==> src/rtl/mem_rq_arbiter_if.sv <==
// rtl/mem_rq_arbiter_if.sv - downstream line-memory request port shared by the arbiter
// master: arbiter side (drives start pulses, addresses, mask, write data)
// slave : memory-controller side (drives completions, read data, rqfull)
interface mem_rq_arbiter_if;
   logic         m_wstart_rq;
   logic [31:0]  m_waddr;
   logic [15:0]  m_wmask;
   logic [127:0] m_wdata;
   logic         m_finish_wresp;
   logic         m_rstart_rq;
   logic [31:0]  m_raddr;
   logic         m_rqfull;
   logic [127:0] m_rdat_data;
   logic         m_rdat_valid;
   logic         m_finish_mrd;

   modport master (
      output m_wstart_rq, m_waddr, m_wmask, m_wdata, m_rstart_rq, m_raddr,
      input  m_finish_wresp, m_rqfull, m_rdat_data, m_rdat_valid, m_finish_mrd
   );

   modport slave (
      input  m_wstart_rq, m_waddr, m_wmask, m_wdata, m_rstart_rq, m_raddr,
      output m_finish_wresp, m_rqfull, m_rdat_data, m_rdat_valid, m_finish_mrd
   );
endinterface

==> src/rtl/mem_rq_arbiter.sv <==
// rtl/mem_rq_arbiter.sv - one-outstanding arbiter for dcache write/read and ifetch read
// clk, rst_n              : clock, asynchronous active-low reset
// dcw_*                   : dcache write request (addr/mask/data) and write-complete pulse
// dcr_*, icr_*            : dcache / ifetch read requests, routed read data, valid, finish
// mem                     : downstream memory port (master modport)
// arb_busy                : transaction outstanding
// arb_timeout             : sticky, watchdog retired a transaction
// arb_proto_err           : sticky, request pulse hit an already-pending slot
module mem_rq_arbiter #(
   parameter int TOUT_W = 10
) (
   input  logic                  clk,
   input  logic                  rst_n,
   input  logic                  dcw_start_rq,
   input  logic [31:0]           dcw_in_addr,
   input  logic [15:0]           dcw_in_mask,
   input  logic [127:0]          dcw_in_data,
   output logic                  dcw_finish_wresp,
   input  logic                  dcr_start_rq,
   input  logic [31:0]           dcr_rin_addr,
   output logic [127:0]          dcr_rdat_data,
   output logic                  dcr_rdat_valid,
   output logic                  dcr_finish_mrd,
   input  logic                  icr_start_rq,
   input  logic [31:0]           icr_rin_addr,
   output logic [127:0]          icr_rdat_data,
   output logic                  icr_rdat_valid,
   output logic                  icr_finish_mrd,
   mem_rq_arbiter_if.master      mem,
   output logic                  arb_busy,
   output logic                  arb_timeout,
   output logic                  arb_proto_err
);

   typedef enum logic [1:0] {ST_IDLE, ST_WR, ST_RD_D, ST_RD_I} state_t;

   localparam logic [TOUT_W-1:0] WDOG_MAX = '1;

   state_t              state_q, state_d;
   logic                last_rd_icr_q, last_rd_icr_d;
   logic [TOUT_W-1:0]   wdog_q;

   logic                dcw_pend_q, dcr_pend_q, icr_pend_q;
   logic [31:0]         dcw_addr_q, dcr_addr_q, icr_addr_q;
   logic [15:0]         dcw_mask_q;
   logic [127:0]        dcw_data_q;
   logic                timeout_q, proto_err_q;

   logic                busy, in_rd, m_fin, tout_fire, done;
   logic                dcw_clr, dcr_clr, icr_clr;
   logic                dcw_take, dcr_take, icr_take;
   logic                proto_hit;

   // Completion of the outstanding transaction, either by the memory or by the watchdog.
   // A real finish in the same cycle as the watchdog limit is treated as a normal finish.
   always_comb begin
      busy      = (state_q != ST_IDLE);
      in_rd     = (state_q == ST_RD_D) || (state_q == ST_RD_I);
      m_fin     = 1'b0;
      if (state_q == ST_WR) m_fin = mem.m_finish_wresp;
      else if (in_rd)       m_fin = mem.m_finish_mrd;
      tout_fire = busy && !m_fin && (wdog_q == WDOG_MAX);
      done      = busy && (m_fin || tout_fire);
   end

   assign dcw_clr = (state_q == ST_WR)   && done;
   assign dcr_clr = (state_q == ST_RD_D) && done;
   assign icr_clr = (state_q == ST_RD_I) && done;

   // A slot that is being released this cycle counts as free, so a new pulse
   // landing on the completion cycle is captured rather than dropped.
   assign dcw_take  = dcw_start_rq && (!dcw_pend_q || dcw_clr);
   assign dcr_take  = dcr_start_rq && (!dcr_pend_q || dcr_clr);
   assign icr_take  = icr_start_rq && (!icr_pend_q || icr_clr);
   assign proto_hit = (dcw_start_rq && !dcw_take) ||
                      (dcr_start_rq && !dcr_take) ||
                      (icr_start_rq && !icr_take);

   always_comb begin
      state_d       = state_q;
      last_rd_icr_d = last_rd_icr_q;
      case (state_q)
         ST_IDLE: begin
            if (dcw_pend_q) begin
               state_d = ST_WR;
            end else if (!mem.m_rqfull && (dcr_pend_q || icr_pend_q)) begin
               // On a tie the requester that was not served last wins.
               if (dcr_pend_q && (!icr_pend_q || last_rd_icr_q)) begin
                  state_d       = ST_RD_D;
                  last_rd_icr_d = 1'b0;
               end else begin
                  state_d       = ST_RD_I;
                  last_rd_icr_d = 1'b1;
               end
            end
         end
         default: begin
            if (done) state_d = ST_IDLE;
         end
      endcase
   end

   always_ff @(posedge clk or negedge rst_n) begin
      if (!rst_n) begin
         state_q       <= ST_IDLE;
         last_rd_icr_q <= 1'b1;
         wdog_q        <= '0;
         timeout_q     <= 1'b0;
         proto_err_q   <= 1'b0;
      end else begin
         state_q       <= state_d;
         last_rd_icr_q <= last_rd_icr_d;
         // Held at zero in IDLE, so it reads zero on the first busy cycle.
         wdog_q        <= busy ? wdog_q + 1'b1 : '0;
         timeout_q     <= timeout_q | tout_fire;
         proto_err_q   <= proto_err_q | proto_hit;
      end
   end

   always_ff @(posedge clk or negedge rst_n) begin
      if (!rst_n) begin
         dcw_pend_q <= 1'b0;
         dcr_pend_q <= 1'b0;
         icr_pend_q <= 1'b0;
         dcw_addr_q <= '0;
         dcw_mask_q <= '0;
         dcw_data_q <= '0;
         dcr_addr_q <= '0;
         icr_addr_q <= '0;
      end else begin
         if (dcw_take)     dcw_pend_q <= 1'b1;
         else if (dcw_clr) dcw_pend_q <= 1'b0;
         if (dcr_take)     dcr_pend_q <= 1'b1;
         else if (dcr_clr) dcr_pend_q <= 1'b0;
         if (icr_take)     icr_pend_q <= 1'b1;
         else if (icr_clr) icr_pend_q <= 1'b0;
         if (dcw_take) begin
            dcw_addr_q <= dcw_in_addr;
            dcw_mask_q <= dcw_in_mask;
            dcw_data_q <= dcw_in_data;
         end
         if (dcr_take) dcr_addr_q <= dcr_rin_addr;
         if (icr_take) icr_addr_q <= icr_rin_addr;
      end
   end

   // Start pulse is the first busy cycle, recognised by the freshly cleared watchdog.
   assign mem.m_wstart_rq = (state_q == ST_WR) && (wdog_q == '0);
   assign mem.m_rstart_rq = in_rd && (wdog_q == '0);
   assign mem.m_waddr     = (state_q == ST_WR) ? dcw_addr_q : '0;
   assign mem.m_wmask     = (state_q == ST_WR) ? dcw_mask_q : '0;
   assign mem.m_wdata     = (state_q == ST_WR) ? dcw_data_q : '0;
   assign mem.m_raddr     = (state_q == ST_RD_D) ? dcr_addr_q :
                            (state_q == ST_RD_I) ? icr_addr_q : '0;

   assign dcw_finish_wresp = dcw_clr;
   assign dcr_finish_mrd   = dcr_clr;
   assign icr_finish_mrd   = icr_clr;
   assign dcr_rdat_data    = in_rd ? mem.m_rdat_data : '0;
   assign icr_rdat_data    = in_rd ? mem.m_rdat_data : '0;
   assign dcr_rdat_valid   = (state_q == ST_RD_D) && mem.m_rdat_valid && !tout_fire;
   assign icr_rdat_valid   = (state_q == ST_RD_I) && mem.m_rdat_valid && !tout_fire;

   assign arb_busy      = busy;
   assign arb_timeout   = timeout_q;
   assign arb_proto_err = proto_err_q;

endmodule

==> src/flat_wrapper.sv <==
// flat-port wrapper written by rule: the top's interface ports become plain ports
module mem_rq_arbiter_flat 
#(
   parameter int TOUT_W = 10
)
  (clk, rst_n, dcw_start_rq, dcw_in_addr, dcw_in_mask, dcw_in_data, dcw_finish_wresp, dcr_start_rq, dcr_rin_addr, dcr_rdat_data, dcr_rdat_valid, dcr_finish_mrd, icr_start_rq, icr_rin_addr, icr_rdat_data, icr_rdat_valid, icr_finish_mrd, arb_busy, arb_timeout, arb_proto_err, mem_m_wstart_rq, mem_m_waddr, mem_m_wmask, mem_m_wdata, mem_m_rstart_rq, mem_m_raddr, mem_m_finish_wresp, mem_m_rqfull, mem_m_rdat_data, mem_m_rdat_valid, mem_m_finish_mrd);
  mem_rq_arbiter_if mem_i ();
  input  logic clk;
  input  logic rst_n;
  input  logic dcw_start_rq;
  input  logic [31:0] dcw_in_addr;
  input  logic [15:0] dcw_in_mask;
  input  logic [127:0] dcw_in_data;
  output logic dcw_finish_wresp;
  input  logic dcr_start_rq;
  input  logic [31:0] dcr_rin_addr;
  output logic [127:0] dcr_rdat_data;
  output logic dcr_rdat_valid;
  output logic dcr_finish_mrd;
  input  logic icr_start_rq;
  input  logic [31:0] icr_rin_addr;
  output logic [127:0] icr_rdat_data;
  output logic icr_rdat_valid;
  output logic icr_finish_mrd;
  output logic arb_busy;
  output logic arb_timeout;
  output logic arb_proto_err;
  output wire logic [$bits(mem_i.m_wstart_rq)-1:0] mem_m_wstart_rq;
  output wire logic [$bits(mem_i.m_waddr)-1:0] mem_m_waddr;
  output wire logic [$bits(mem_i.m_wmask)-1:0] mem_m_wmask;
  output wire logic [$bits(mem_i.m_wdata)-1:0] mem_m_wdata;
  output wire logic [$bits(mem_i.m_rstart_rq)-1:0] mem_m_rstart_rq;
  output wire logic [$bits(mem_i.m_raddr)-1:0] mem_m_raddr;
  input wire logic [$bits(mem_i.m_finish_wresp)-1:0] mem_m_finish_wresp;
  input wire logic [$bits(mem_i.m_rqfull)-1:0] mem_m_rqfull;
  input wire logic [$bits(mem_i.m_rdat_data)-1:0] mem_m_rdat_data;
  input wire logic [$bits(mem_i.m_rdat_valid)-1:0] mem_m_rdat_valid;
  input wire logic [$bits(mem_i.m_finish_mrd)-1:0] mem_m_finish_mrd;
  assign mem_m_wstart_rq = mem_i.m_wstart_rq;
  assign mem_m_waddr = mem_i.m_waddr;
  assign mem_m_wmask = mem_i.m_wmask;
  assign mem_m_wdata = mem_i.m_wdata;
  assign mem_m_rstart_rq = mem_i.m_rstart_rq;
  assign mem_m_raddr = mem_i.m_raddr;
  assign mem_i.m_finish_wresp = mem_m_finish_wresp;
  assign mem_i.m_rqfull = mem_m_rqfull;
  assign mem_i.m_rdat_data = mem_m_rdat_data;
  assign mem_i.m_rdat_valid = mem_m_rdat_valid;
  assign mem_i.m_finish_mrd = mem_m_finish_mrd;
  mem_rq_arbiter #(.TOUT_W(TOUT_W)) u_core (.clk(clk), .rst_n(rst_n), .dcw_start_rq(dcw_start_rq), .dcw_in_addr(dcw_in_addr), .dcw_in_mask(dcw_in_mask), .dcw_in_data(dcw_in_data), .dcw_finish_wresp(dcw_finish_wresp), .dcr_start_rq(dcr_start_rq), .dcr_rin_addr(dcr_rin_addr), .dcr_rdat_data(dcr_rdat_data), .dcr_rdat_valid(dcr_rdat_valid), .dcr_finish_mrd(dcr_finish_mrd), .icr_start_rq(icr_start_rq), .icr_rin_addr(icr_rin_addr), .icr_rdat_data(icr_rdat_data), .icr_rdat_valid(icr_rdat_valid), .icr_finish_mrd(icr_finish_mrd), .mem(mem_i), .arb_busy(arb_busy), .arb_timeout(arb_timeout), .arb_proto_err(arb_proto_err));
endmodule
==> config.mk <==
export PLATFORM = sky130hd
export DESIGN_NAME = mem_rq_arbiter_flat
export DESIGN_NICKNAME = d
export VERILOG_FILES = /design/src/rtl/mem_rq_arbiter_if.sv /design/src/rtl/mem_rq_arbiter.sv /design/src/flat_wrapper.sv
export SDC_FILE = /design/constraint.sdc
export NUM_CORES = 1
export LEC_CHECK = 0
export ABC_AREA = 1
export CAP_MARGIN = 30
export CORE_AREA = 2 2 333 335
export CTS_CLUSTER_SIZE = 24
export DETAILED_ROUTE_END_ITERATION = 16
export DIE_AREA = 0 0 335 337
export SLEW_MARGIN = 20
export SYNTH_ARGS = -nofsm -noshare
export SYNTH_HDL_FRONTEND = slang
export SYNTH_SLANG_ARGS = --single-unit
==> constraint.sdc <==
create_clock -name clk -period 4.18 [get_ports clk]
set_input_delay 1.254 -clock clk [delete_from_list [all_inputs] [get_ports clk]]
set_output_delay 1.254 -clock clk [all_outputs]
set_load 0.1 [all_outputs]
==> summary.txt <==
Top-Level Pins = 851
Root Driver = clkbuf_16
Cts bufs inserted = 35
Drt initial violations = 928
TritonCTS clock tree = yes
Post-route setup slack = 237 ps
Post-CTS sizing = 0
Vias in the first global route = 14400
Critical path fanouts, max = 4
Fin. Hold Viols = 0
Port Buf Inserts = 850
Inst Count DP = 4032
RSZ-0062 raised after global routing = false
Main area contributors after synthesis = dfrtp_1 (46%), nand2_1 (17%), nand3_1 (8.8%), inv_1 (8.5%), buf_4 (7.6%)
Initial antenna violation count = 42
Final slew viol count = 0
Area of the multi-input gates = 0.00491 mm²
Max Root-Sink Buffers = 3
Largest net degree at the start of global routing = 101
Worst r2r src = u_core.state_q[1]
Grt total ovfl = 0
Worst EP arrival = 2690 ps
Post-Syn Nets = 2355
Hold buffer count at CTS = 0
WHS = 466 ps
Crit. End Element = primary output
Achievable frequency = 254 MHz
Status = finished, final reports clean
Worst-margin pin slew = 614 ps
DRC errors left = 0
Worst hold start = u_core.dcw_data_q[39]
HPWL Detailed = 66600 µm
Worst min-delay path category = reg2reg
CP required = 2930 ps
WHS Endpoint = u_core.dcw_data_q[39]
Fin nets = 3022
FF-to-FF path depth = 9
FF+latch area = 0.00646 mm²
Final Setup Violations = 0
Max_slew headroom = 59.1%
Die X = 335 µm
Post-synth top area share = 45.5%
Post-detailed-route via-to-cell ratio = 3.65
Post-Layout Cell Count = 4106
Final critical-path share of the clock period = 94.3%
Cell variety after synth = 27
Clk slew on worst S/H paths = 50 ps
RePlAce Congestion = 0.916
Routed wire length = 82500 µm
Antenna Nets Post-Route = 0
GRT Total Usage = 13.9%
Initial core utilization = 12.9%
Via Count = 15000
Synthesized area = 0.0141 mm²
YS warnings = 0
P&R area growth vs syn = 88.6%
Setup TNS = 0 ps
Routed len/inst = 20.1 µm
Reg2reg end = u_core.dcw_data_q[23]
Drt pass-1 iters = 5
Standard-cell row count = 122
Clock Latency Late Sink = 550 ps
Place WS = 262 ps
Die extent in y = 337 µm
Clock Skews = 10.7 ps
Die ar. = 0.113 mm²
Avg Inst Size Synth = 7.15 µm²
Kind of critical path = in2out
Max-Cap Viols = 0
H-tree depth = 2
Cell taking the most area after synthesis = dfrtp_1
CORE AREA = 0.110 mm²
Fillers = 11900
Clock sinks = 258
Post-synthesis register bit count = 258
Register area share after synthesis = 45.7%
Post-CTS Setup Bufs = 0
Fraction of layout cells with a size suffix above 1 = 21.5%
R2R setup slack = 1410 ps
Hold Path Depth = 2
Final worst path period need = 3940 ps
Gate Count Post-Synth = 1976
First-pass GRT wire length = 111000 µm
Critical Path Source Type = input port
## synthesized netlist by cell type
| cell | n |
|---|---|
| a21oi_1 | 5 |
| a22o_1 | 32 |
| buf_1 | 4 |
| buf_2 | 22 |
| buf_4 | 144 |
| buf_6 | 12 |
| clkbuf_1 | 64 |
| clkinv_1 | 2 |
| dfrtp_1 | 257 |
| dfstp_2 | 1 |
| ha_1 | 2 |
| inv_1 | 319 |
| inv_2 | 2 |
| mux2_2 | 1 |
| nand2_1 | 642 |
| nand2_2 | 4 |
| nand2_4 | 2 |
| nand3_1 | 248 |
| nor2_1 | 194 |
| nor2_2 | 1 |
| nor2_4 | 1 |
| nor3_1 | 5 |
| nor3b_1 | 1 |
| nor4_1 | 1 |
| o21ai_0 | 8 |
| o21bai_2 | 1 |
| or2_2 | 1 |
## layer usage
| layer | global-route usage (%) | wire length, µm | vias up |
|---|---|---|---|
| met5 | 0 | 55 | - |
| li1 | - | - | 7101 |
| met1 | 14.8 | 29000 | 6966 |
| met4 | 8.53 | 4450 | 8 |
| met2 | 24.1 | 41700 | 776 |
| met3 | 4.41 | 7320 | 156 |
## how the worst max path moves through the flow
stage / startpoint / to / slack [ps] / cells after the start
after global placement: mem_m_finish_wresp / dcw_finish_wresp / 300 / 7
after CTS: mem_m_finish_wresp / dcw_finish_wresp / 260 / 7
after detailed placement: mem_m_finish_wresp / dcw_finish_wresp / 260 / 7
after floorplan: u_core.wdog_q[2] / mem_m_rstart_rq / 130 / 3
after global routing: mem_m_finish_wresp / dcw_finish_wresp / 190 / 7
final: mem_m_finish_wresp / dcw_finish_wresp / 240 / 7
## layout by cell type, fill, tap and decap left out, types with 2 or more instances in the layout
cell / synthesis / layout
a21oi_1: 5 / 5
a22o_1: 32 / 32
buf_12: 0 / 290
buf_4: 144 / 210
clkbuf_1: 64 / 8
clkbuf_16: 0 / 35
clkbuf_8: 0 / 7
clkdlybuf4s50_1: 0 / 374
clkinv_2: 0 / 3
dfrtp_1: 257 / 256
diode_2: 0 / 12
ha_1: 2 / 2
inv_1: 319 / 319
inv_2: 2 / 2
inv_6: 0 / 8
nand2_1: 642 / 642
nand2_2: 4 / 3
nand2_8: 0 / 2
nand3_1: 248 / 248
nor2_1: 194 / 193
nor2_2: 1 / 2
nor3_1: 5 / 4
o21ai_0: 8 / 8
## cell type report
class                   count  share of cell area (%)
clock inverters            12                   0.347
flip-flops and latches    258                    24.2
clock buffers              50                    3.76
diodes                     12                   0.113
inverters                 323                    4.57
multi-input cells        1149                    18.4
repair buffers            876                    41.8
well taps                1426                    6.69
## kinds of logic (layout without fill, tap and decap cells)
group | count (synthesis) | after routing | synth area share (%)
AOI/OAI and AO/OA | 46 | 46 | 2.52
and+or+nand+nor | 1100 | 1100 | 31.8
adders and majority gates | 2 | 2 | 0.177
buffers and inverters | 569 | 1261 | 19.8
DFF | 258 | 258 | 45.7
muxes | 1 | 1 | 0.0797
other | 0 | 12 | 0
## sequential cells by signal, summed over array words and instances, names as in the netlist, 2 cells and up
name / count
u_core.wdog_q: 10
u_core.icr_addr_q: 32
u_core.dcw_data_q: 128
u_core.state_q: 2
u_core.dcr_addr_q: 32
u_core.dcw_addr_q: 32
u_core.dcw_mask_q: 16
## per-stage QoR
step	area [µm²]	utilization [%]
floorplan	14100	-
global placement	25500	23.3
detailed placement	25500	23.3
CTS	26600	24.3
global route	26700	24.3
finish	26700	24.3
## worst max-delay path: stages
cell             delay [ps]
clkdlybuf4s50_1         500
nand2_1                  60
nand2_1                 110
o21bai_2                200
nand2_2                 190
inv_1                   170
buf_12                  190
Power is left out: the tool's default activity adds up to more than one toggle a clock period on the data nets, which glitch-free logic cannot reach.
